[src/rtl/ad9959_multi_master.sv]
// AD9958/AD9959 master: power-up sequencing, then change-driven per-channel FTW/ASF writes with io_update commits.
// Optional macro QUAD_SDIO_EN: frames after the initial CSR write shift a nibble per SCLK on sdio[3:0].
module ad9959_multi_master #(
  parameter int         NUM_CH     = 2,
  parameter int         CLK_DIV    = 2,
  parameter int         MR_CYCLES  = 16,
  parameter int         IOU_CYCLES = 4,
  parameter logic [4:0] PLL_MULT   = 5'd20,
  parameter logic       VCO_GAIN   = 1'b1
) (
  input  logic                 clock,
  input  logic                 reset,
  input  logic [32*NUM_CH-1:0] ftw,
  input  logic [10*NUM_CH-1:0] asf,
  output logic                 cs,
  output logic                 sclk,
  output logic [3:0]           sdio,
  output logic                 master_reset,
  output logic                 io_update,
  output logic                 busy,
  output logic [15:0]          commit_count
);

  localparam logic [3:0] ST_MR       = 4'd0;
  localparam logic [3:0] ST_INIT_CSR = 4'd1;
  localparam logic [3:0] ST_INIT_FR1 = 4'd2;
  localparam logic [3:0] ST_IDLE     = 4'd3;
  localparam logic [3:0] ST_SCAN     = 4'd4;
  localparam logic [3:0] ST_CH_CSR   = 4'd5;
  localparam logic [3:0] ST_CH_FTW   = 4'd6;
  localparam logic [3:0] ST_CH_ACR   = 4'd7;
  localparam logic [3:0] ST_NEXT     = 4'd8;
  localparam logic [3:0] ST_UPDATE   = 4'd9;

  localparam logic [2:0] SP_IDLE  = 3'd0;
  localparam logic [2:0] SP_SETUP = 3'd1;
  localparam logic [2:0] SP_HIGH  = 3'd2;
  localparam logic [2:0] SP_LOW   = 3'd3;
  localparam logic [2:0] SP_HOLD  = 3'd4;
  localparam logic [2:0] SP_GAP   = 3'd5;

  localparam logic [15:0] DIV_MAX = 16'(CLK_DIV - 1);
  localparam logic [15:0] MR_LEN  = 16'(MR_CYCLES);
  localparam logic [15:0] MR_END  = 16'(MR_CYCLES + 4);
  localparam logic [15:0] IOU_LEN = 16'(IOU_CYCLES);

`ifdef QUAD_SDIO_EN
  localparam logic       QUAD_MODE   = 1'b1;
  localparam logic [7:0] CSR_INIT    = 8'hF6;
  localparam logic [3:0] CSR_CH_MODE = 4'b0110;
`else
  localparam logic       QUAD_MODE   = 1'b0;
  localparam logic [7:0] CSR_INIT    = 8'hF0;
  localparam logic [3:0] CSR_CH_MODE = 4'b0000;
`endif

  logic [2:0]  sp_state_q, sp_state_d;
  logic [15:0] div_q, div_d;
  logic        cs_q, cs_d, sclk_q, sclk_d, quad_q, quad_d;
  logic [39:0] sh_q, sh_d;
  logic [5:0]  left_q, left_d;
  logic        sp_done, spi_start;

  logic [3:0]  state_q, state_d;
  logic [15:0] cnt_q, cnt_d, commit_q, commit_d;
  logic        sent_q, sent_d, init_q, init_d;
  logic        master_reset_q, master_reset_d, io_update_q, io_update_d;
  logic [1:0]  ch_q, ch_d;
  logic [NUM_CH-1:0]   dirty_q, dirty_d, dirty_now;
  logic [32*NUM_CH-1:0] snap_ftw_q, snap_ftw_d, shadow_ftw_q, shadow_ftw_d;
  logic [10*NUM_CH-1:0] snap_asf_q, snap_asf_d, shadow_asf_q, shadow_asf_d;

  logic [39:0] frame_word;
  logic [2:0]  frame_bytes;
  logic        frame_quad;
  logic [5:0]  frame_cycles;
  logic [3:0]  frame_next;
  logic [31:0] ftw_sel;
  logic [9:0]  asf_sel;
  logic [3:0]  ch_onehot;

  assign cs           = cs_q;
  assign sclk         = sclk_q;
  assign master_reset = master_reset_q;
  assign io_update    = io_update_q;
  assign busy         = (state_q != ST_IDLE);
  assign commit_count = commit_q;

`ifdef QUAD_SDIO_EN
  assign sdio = quad_q ? sh_q[39:36] : {3'b000, sh_q[39]};
`else
  assign sdio = {3'b000, sh_q[39]};
`endif

  // Serialiser: data is loaded with cs falling and advances on each SCLK fall.
  always_comb begin
    sp_state_d = sp_state_q;
    div_d      = div_q;
    cs_d       = cs_q;
    sclk_d     = sclk_q;
    sh_d       = sh_q;
    left_d     = left_q;
    quad_d     = quad_q;
    sp_done    = 1'b0;
    if (sp_state_q == SP_IDLE) begin
      if (spi_start) begin
        sh_d       = frame_word;
        left_d     = frame_cycles;
        quad_d     = frame_quad;
        cs_d       = 1'b0;
        div_d      = DIV_MAX;
        sp_state_d = SP_SETUP;
      end
    end else if (div_q != 16'd0) begin
      div_d = div_q - 16'd1;
    end else begin
      div_d = DIV_MAX;
      case (sp_state_q)
        SP_SETUP, SP_LOW: begin
          sclk_d     = 1'b1;
          sp_state_d = SP_HIGH;
        end
        SP_HIGH: begin
          sclk_d     = 1'b0;
          sh_d       = quad_q ? {sh_q[35:0], 4'h0} : {sh_q[38:0], 1'b0};
          left_d     = left_q - 6'd1;
          sp_state_d = (left_q == 6'd1) ? SP_HOLD : SP_LOW;
        end
        SP_HOLD: begin
          cs_d       = 1'b1;
          sp_state_d = SP_GAP;
        end
        SP_GAP: begin
          sp_state_d = SP_IDLE;
          sp_done    = 1'b1;
        end
        default: sp_state_d = SP_IDLE;
      endcase
    end
  end

  always_comb begin
    ftw_sel = '0;
    asf_sel = '0;
    for (int k = 0; k < NUM_CH; k++) begin
      if (ch_q == 2'(k)) begin
        ftw_sel = snap_ftw_q[32*k +: 32];
        asf_sel = snap_asf_q[10*k +: 10];
      end
    end
    ch_onehot   = 4'b0001 << ch_q;
    frame_word  = '0;
    frame_bytes = 3'd2;
    frame_quad  = QUAD_MODE;
    frame_next  = state_q;
    case (state_q)
      ST_INIT_CSR: begin
        frame_word = {8'h00, CSR_INIT, 24'h0};
        frame_quad = 1'b0;
        frame_next = ST_INIT_FR1;
      end
      ST_INIT_FR1: begin
        frame_word  = {8'h01, VCO_GAIN, PLL_MULT, 2'b00, 16'h0000, 8'h00};
        frame_bytes = 3'd4;
        frame_next  = ST_IDLE;
      end
      ST_CH_CSR: begin
        frame_word = {8'h00, ch_onehot, CSR_CH_MODE, 24'h0};
        frame_next = ST_CH_FTW;
      end
      ST_CH_FTW: begin
        frame_word  = {8'h04, ftw_sel};
        frame_bytes = 3'd5;
        frame_next  = ST_CH_ACR;
      end
      ST_CH_ACR: begin
        frame_word  = {8'h06, 11'h000, 1'b1, 2'b00, asf_sel, 8'h00};
        frame_bytes = 3'd4;
        frame_next  = ST_NEXT;
      end
      default: ;
    endcase
    frame_cycles = frame_quad ? {2'b00, frame_bytes, 1'b0} : {frame_bytes, 3'b000};
  end

  always_comb begin
    for (int k = 0; k < NUM_CH; k++) begin
      dirty_now[k] = init_q
                   | (ftw[32*k +: 32] != shadow_ftw_q[32*k +: 32])
                   | (asf[10*k +: 10] != shadow_asf_q[10*k +: 10]);
    end
  end

  // Sequencer: every frame state issues one frame, then moves on when the serialiser reports the cs-high gap done.
  always_comb begin
    state_d        = state_q;
    cnt_d          = cnt_q;
    sent_d         = sent_q;
    init_d         = init_q;
    commit_d       = commit_q;
    master_reset_d = 1'b0;
    io_update_d    = 1'b0;
    ch_d           = ch_q;
    dirty_d        = dirty_q;
    snap_ftw_d     = snap_ftw_q;
    snap_asf_d     = snap_asf_q;
    shadow_ftw_d   = shadow_ftw_q;
    shadow_asf_d   = shadow_asf_q;
    spi_start      = 1'b0;
    case (state_q)
      ST_MR: begin
        cnt_d          = cnt_q + 16'd1;
        master_reset_d = (cnt_q < MR_LEN);
        if (cnt_q == MR_END) begin
          cnt_d   = '0;
          state_d = ST_INIT_CSR;
        end
      end
      ST_INIT_CSR, ST_INIT_FR1, ST_CH_CSR, ST_CH_FTW, ST_CH_ACR: begin
        if (!sent_q && sp_state_q == SP_IDLE) begin
          spi_start = 1'b1;
          sent_d    = 1'b1;
        end else if (sp_done) begin
          sent_d  = 1'b0;
          state_d = frame_next;
          if (state_q == ST_CH_ACR) begin
            for (int k = 0; k < NUM_CH; k++) begin
              if (ch_q == 2'(k)) begin
                shadow_ftw_d[32*k +: 32] = snap_ftw_q[32*k +: 32];
                shadow_asf_d[10*k +: 10] = snap_asf_q[10*k +: 10];
                dirty_d[k]               = 1'b0;
              end
            end
          end
        end
      end
      ST_IDLE: begin
        if (|dirty_now) state_d = ST_SCAN;
      end
      ST_SCAN: begin
        snap_ftw_d = ftw;
        snap_asf_d = asf;
        dirty_d    = dirty_now;
        state_d    = (|dirty_now) ? ST_NEXT : ST_IDLE;
      end
      ST_NEXT: begin
        if (|dirty_q) begin
          for (int k = NUM_CH - 1; k >= 0; k--) begin
            if (dirty_q[k]) ch_d = 2'(k);
          end
          state_d = ST_CH_CSR;
        end else begin
          cnt_d   = '0;
          state_d = ST_UPDATE;
        end
      end
      ST_UPDATE: begin
        cnt_d       = cnt_q + 16'd1;
        io_update_d = (cnt_q < IOU_LEN);
        if (cnt_q == IOU_LEN) begin
          cnt_d    = '0;
          commit_d = commit_q + 16'd1;
          init_d   = 1'b0;
          state_d  = ST_IDLE;
        end
      end
      default: state_d = ST_MR;
    endcase
  end

  always_ff @(posedge clock) begin
    if (reset) begin
      sp_state_q <= SP_IDLE;
      div_q      <= '0;
      cs_q       <= 1'b1;
      sclk_q     <= 1'b0;
      sh_q       <= '0;
      left_q     <= '0;
      quad_q     <= 1'b0;
    end else begin
      sp_state_q <= sp_state_d;
      div_q      <= div_d;
      cs_q       <= cs_d;
      sclk_q     <= sclk_d;
      sh_q       <= sh_d;
      left_q     <= left_d;
      quad_q     <= quad_d;
    end
  end

  always_ff @(posedge clock) begin
    if (reset) begin
      state_q        <= ST_MR;
      cnt_q          <= '0;
      sent_q         <= 1'b0;
      init_q         <= 1'b1;
      commit_q       <= '0;
      master_reset_q <= 1'b0;
      io_update_q    <= 1'b0;
      ch_q           <= '0;
      dirty_q        <= '0;
      snap_ftw_q     <= '0;
      snap_asf_q     <= '0;
      shadow_ftw_q   <= '0;
      shadow_asf_q   <= '0;
    end else begin
      state_q        <= state_d;
      cnt_q          <= cnt_d;
      sent_q         <= sent_d;
      init_q         <= init_d;
      commit_q       <= commit_d;
      master_reset_q <= master_reset_d;
      io_update_q    <= io_update_d;
      ch_q           <= ch_d;
      dirty_q        <= dirty_d;
      snap_ftw_q     <= snap_ftw_d;
      snap_asf_q     <= snap_asf_d;
      shadow_ftw_q   <= shadow_ftw_d;
      shadow_asf_q   <= shadow_asf_d;
    end
  end

endmodule

[config.mk]
export PLATFORM = sky130hd
export DESIGN_NAME = ad9959_multi_master
export DESIGN_NICKNAME = d
export VERILOG_FILES = /design/src/rtl/ad9959_multi_master.sv
export SDC_FILE = /design/constraint.sdc
export NUM_CORES = 1
export LEC_CHECK = 0
export CAP_MARGIN = 40
export CORE_MARGIN = 2
export CORE_UTILIZATION = 52
export CTS_CLUSTER_SIZE = 24
export DETAILED_ROUTE_END_ITERATION = 10
export GPL_ROUTABILITY_DRIVEN = 1
export PLACE_DENSITY = 0.77
export SETUP_SLACK_MARGIN = 0.05
export SYNTH_ARGS = -nofsm -noshare
export SYNTH_HDL_FRONTEND = slang
export SYNTH_SLANG_ARGS = --single-unit
[constraint.sdc]
create_clock -name clock -period 2.35 [get_ports clock]
set_input_delay 0.47 -clock clock [delete_from_list [all_inputs] [get_ports clock]]
set_output_delay 0.47 -clock clock [all_outputs]
set_load 0.005 [all_outputs]
==> report_table.html <==
<table>
<tr><th>Metric</th><th>Value</th></tr>
<tr><th colspan="2">Yosys</th></tr>
<tr><td>Synthesis-stage register bit count</td><td>278</td></tr>
<tr><td>Synth Area in Compound Gates</td><td>16.1%</td></tr>
<tr><td>Share of synthesized area spent on multiplexers</td><td>3.17%</td></tr>
<tr><td>Top-area cell type share of the netlist area</td><td>43.9%</td></tr>
<tr><td>Distinct cell type count after synthesis</td><td>71</td></tr>
<tr><td>Fraction of synthesis flops using an asynchronous set or reset pin</td><td>0%</td></tr>
<tr><td>Share of synthesized cell area in and, or, nand and nor gates</td><td>24.6%</td></tr>
<tr><td>Leading area contributor after synthesis</td><td>sky130_fd_sc_hd__dfxtp_1</td></tr>
<tr><td>Main area contributors after synthesis</td><td>sky130_fd_sc_hd__dfxtp_1, sky130_fd_sc_hd__nand2_1, sky130_fd_sc_hd__a21oi_1</td></tr>
<tr><td>Post-synthesis adder-cell area fraction</td><td>0.690%</td></tr>
<tr><td>Top-count cell post-synth</td><td>sky130_fd_sc_hd__nand2_1</td></tr>
<tr><td>Leading register cell type out of synthesis</td><td>sky130_fd_sc_hd__dfxtp_1</td></tr>
<tr><td>Commonest cells in the synthesized netlist</td><td>sky130_fd_sc_hd__nand2_1, sky130_fd_sc_hd__dfxtp_1, sky130_fd_sc_hd__a21oi_1</td></tr>
<tr><td>Number of enable-type register cells in the synthesized netlist</td><td>0</td></tr>
<tr><td>Instance count of the mapped netlist</td><td>1602</td></tr>
<tr><td>Mapped Area</td><td>0.0127 mm^2</td></tr>
<tr><td>XOR/XNOR share of the synthesized area</td><td>6.63%</td></tr>
<tr><td>Yosys warnings</td><td>0</td></tr>
<tr><td>Main combinational cell family by area after synthesis</td><td>simple AND/OR/NAND/NOR gates</td></tr>
<tr><td>Post-Synthesis Mean Instance Area</td><td>7.92 um^2</td></tr>
<tr><td>Register area share after synthesis</td><td>43.9%</td></tr>
<tr><th colspan="2">Worst setup path</th></tr>
<tr><td>Data arrival time at the worst-slack endpoint</td><td>2.70 ns</td></tr>
<tr><td>Type of element capturing the critical path</td><td>register</td></tr>
<tr><td>Element type at the critical path start</td><td>register</td></tr>
<tr><td>Path type of the worst setup path</td><td>register to register</td></tr>
<tr><td>Cell-by-cell listing of the critical path</td><td>inv_2, ha_4, nor4b_4, buf_4, and4_4, nand4b_1, or4_4, clkbuf_16, nand2_1, a21oi_1</td></tr>
<tr><td>Maximum fanout count along the critical path</td><td>11</td></tr>
<tr><td>Critical path's top delay family</td><td>simple AND/OR/NAND/NOR gates</td></tr>
<tr><td>Required arrival time at the worst endpoint</td><td>2.75 ns</td></tr>
<tr><td>Critical Path Source</td><td>div_q[0]$_SDFFE_PP0P_</td></tr>
<tr><td>Master of the slowest instance on the critical path</td><td>sky130_fd_sc_hd__or4_4</td></tr>
<tr><td>Number of buffers and inverters on the critical path</td><td>3</td></tr>
<tr><td>Crit path largest cell delay</td><td>0.56 ns</td></tr>
<tr><td>Startpoint of the most critical register-to-register path</td><td>div_q[0]$_SDFFE_PP0P_</td></tr>
<tr><th colspan="2">Final layout</th></tr>
<tr><td>Number of inserted diodes</td><td>0</td></tr>
<tr><td>Layout cell share with drive strength beyond 1</td><td>13.2%</td></tr>
<tr><td>Net count reported at finish</td><td>1823</td></tr>
<tr><td>Area grow syn2layout</td><td>24.9%</td></tr>
<tr><td>Area occupied by multi-input gates</td><td>0.00678 mm^2</td></tr>
<tr><td>Post-Layout Inst Area</td><td>0.0158 mm^2</td></tr>
<tr><td>Combined flip-flop and latch cell area</td><td>0.00558 mm^2</td></tr>
<tr><td>Number of filler cells placed in the layout</td><td>2012</td></tr>
<tr><th colspan="2">Drt</th></tr>
<tr><td>Routed Wire Length</td><td>36.0 mm</td></tr>
<tr><td>Detailed-router iteration count before antenna repair</td><td>8</td></tr>
<tr><td>Via-to-Cell Ratio</td><td>5.72</td></tr>
<tr><td>Remaining number of nets flagged by the antenna check after routing</td><td>0</td></tr>
<tr><td>Total number of vias</td><td>11.9k</td></tr>
<tr><td>WL per Instance</td><td>17.3 um</td></tr>
<tr><td>1st-iter DRT viols</td><td>1112</td></tr>
<tr><td># DRC</td><td>0</td></tr>
<tr><th colspan="2">Timing</th></tr>
<tr><td>Min Tclk post-route</td><td>2.30 ns</td></tr>
<tr><td>Relative slew slack</td><td>60.4%</td></tr>
<tr><td>Transition time at the pin with the least slew margin</td><td>0.593 ns</td></tr>
<tr><td>Final critical-path setup slack</td><td>0.0535 ns</td></tr>
<tr><td>Max Clk Rate</td><td>0.435 GHz</td></tr>
<tr><td>RSZ-0062 raised after global routing</td><td>true</td></tr>
<tr><td>Post-route clock period utilization</td><td>97.7%</td></tr>
<tr><td>Setup violators final</td><td>0</td></tr>
<tr><td>Count of final max-slew check failures</td><td>0</td></tr>
<tr><td>Final Hold Viols</td><td>0</td></tr>
<tr><td>Clock skew</td><td>0.0132 ns</td></tr>
<tr><th colspan="2">Floorplanning</th></tr>
<tr><td>Floorplan die area</td><td>0.0257 mm^2</td></tr>
<tr><td>Vertical die dimension</td><td>160 um</td></tr>
<tr><td>Width of the die</td><td>160 um</td></tr>
<tr><td>Total number of placement rows</td><td>57</td></tr>
<tr><td>Io pins</td><td>111</td></tr>
<tr><td>Core Box Area</td><td>0.0241 mm^2</td></tr>
<tr><td>Effective utilization at floorplan</td><td>52.6%</td></tr>
<tr><th colspan="2">GRT</th></tr>
<tr><td>Aggregate global-route resource usage</td><td>26.4%</td></tr>
<tr><td>First-pass GRT wire length</td><td>55.8 mm</td></tr>
<tr><td>Largest net degree at the start of global routing</td><td>88</td></tr>
<tr><td>Number of global-route vias before repair</td><td>10.9k</td></tr>
<tr><td>Initial antenna violation count</td><td>0</td></tr>
<tr><td>Grt ovf</td><td>0</td></tr>
<tr><th colspan="2">Power and ir drop</th></tr>
<tr><td>Peak supply drop</td><td>602 uV</td></tr>
<tr><td>Pwr Density</td><td>927 mW/mm^2</td></tr>
<tr><td>Pleak</td><td>5.44 nW</td></tr>
<tr><th colspan="2">Place</th></tr>
<tr><td>Gp weighted congestion</td><td>0.854</td></tr>
<tr><td>Cell area after placement</td><td>0.0144 mm^2</td></tr>
<tr><td>DP Wirelength</td><td>23.7 mm</td></tr>
<tr><td>PortBufs</td><td>107</td></tr>
<tr><td>Worst setup timing slack at the placement stage</td><td>-0.619 ns</td></tr>
<tr><th colspan="2">Flow run</th></tr>
<tr><td>Max-cap violations</td><td>0</td></tr>
<tr><th colspan="2">Clocking</th></tr>
<tr><td>Worst-path clk slew</td><td>0.06 ns</td></tr>
<tr><td>Clock root buffer</td><td>sky130_fd_sc_hd__clkbuf_16</td></tr>
<tr><td>TritonCTS clock tree</td><td>yes</td></tr>
<tr><td>Buffers from clock root to sink, at most</td><td>3</td></tr>
<tr><td>H-tree levels</td><td>1</td></tr>
<tr><td>Cts hold-fix bufs</td><td>0</td></tr>
<tr><td>CTS Buf Count</td><td>29</td></tr>
<tr><td>Clock latency at the later pin of the worst-skew pair</td><td>0.55 ns</td></tr>
<tr><td>TritonCTS Sinks</td><td>278</td></tr>
<tr><th colspan="2">Min path</th></tr>
<tr><td>Hold_sp</td><td>ftw[41]</td></tr>
<tr><td>Path category of the worst min-delay check</td><td>input port to register</td></tr>
<tr><th colspan="2">Status</th></tr>
<tr><td>Result of the run</td><td>finished, final reports clean</td></tr>
</table>
==> timing repair <==
| item | in CTS | in global routing |
|---|---|---|
| cloned | 0 | 4 |
| gates resized for setup | 13 | 65 |
| endpoints found under the hold margin | 0 | 0 |
| endpoints found under the setup margin | 47 | 101 |
| setup buffers | 3 | 7 |
| pin swaps | 4 | 19 |
==> flip-flops by register name (all words and copies together) (netlist names) <==
register and cells:
shadow_ftw_q 64, snap_ftw_q 64, sh_q 40, shadow_asf_q 20
snap_asf_q 20, cnt_q 16, commit_count 16, div_q 16
left_q 6, state_q 4, sp_state_q 3, dirty_q 2
ch_q 1, cs 1, init_q 1, io_update 1
master_reset 1, sclk 1, sent_q 1
==> routing by layer <==
| layer | share of wire (%) | wire [um] | up-vias | GRT usage (%) |
|---|---|---|---|---|
| met5 | 0 | 0 | - | 0 |
| met4 | 4.3 | 1560 | 0 | 11.1 |
| met3 | 6.8 | 2440 | 88 | 4.91 |
| met2 | 47 | 17000 | 410 | 42.9 |
| met1 | 42 | 15000 | 5642 | 34.5 |
| li1 | - | - | 5735 | - |
==> cells by family after synthesis <==
logic type,Yosys count
other,1
and+or+nand+nor,700
adders and majority gates,7
buffers and inverters,139
AOI/OAI and AO/OA,341
DFF,278
xor gates and xnor gates,96
muxes,40
==> cell usage in the layout, fill, tap and decap left out, drive strengths merged, types with 22 or more instances in the layout <==
| cell type | count |
|---|---|
| nor4 | 23 |
| nor2 | 138 |
| a211oi | 24 |
| clkdlybuf4s50 | 101 |
| a21oi | 214 |
| buf | 96 |
| mux2i | 39 |
| nand2 | 377 |
| dfxtp | 278 |
| clkbuf | 46 |
| nand4 | 23 |
| xnor2 | 57 |
| inv | 28 |
| nand3 | 22 |
| nor3 | 51 |
| o21ai | 33 |
| xor2 | 39 |
==> path summary, 6_finish.rpt <==
path                                                 endpoint  slack, ns  cells past startpoint
worst max register to register  shadow_ftw_q[62]$_SDFFE_PP0P_       0.05                     10
worst min register to register          sh_q[39]$_SDFFE_PP0P_       0.45                      2
worst min-delay path              snap_ftw_q[41]$_SDFFE_PP0P_       0.28                      3
worst max-delay path            shadow_ftw_q[62]$_SDFFE_PP0P_       0.05                     10
==> cell type report <==
type | instances | area share, %
clock inverter | 13 | 0.782
clock buffer | 41 | 5.24
multi-input combinational | 1187 | 42.8
sequential | 278 | 35.2
tap | 324 | 2.56
inverter | 27 | 0.655
timing repair buffer | 207 | 12.8
==> stage by stage <==
stage	std cells	power (mW)	TNS (ns)	utilization, %	hold slack (ns)
after detailed placement	2009	9.95	-2.71	59.9	0.444
after global placement	2009	9.82	-1.97	59.9	0.439
after floorplan	1604	8.52	0	-	0.432
after global routing	2077	15.4	-0.445	65.7	0.302
after CTS	2066	14.5	0	64.1	0.419
final	2077	14.7	0	65.7	0.278
==> worst reg2reg max path, delay by kind of cell (launching register included) <==
| kind | cells | cell delay (ns) |
|---|---|---|
| compound gates | 1 | 0.06 |
| flops | 1 | 0.32 |
| simple gates | 5 | 1.20 |
| fa+ha+maj | 1 | 0.13 |
| buf+inv | 3 | 0.44 |
==> report_power, final <==
group	switching (mW)	internal (mW)	leakage (nW)
Clock	1.90	2.68	0.472
Combinational	2.41	1.84	2.71
Sequential	0.578	5.28	2.26
Power figures use the tool's default switching activity.
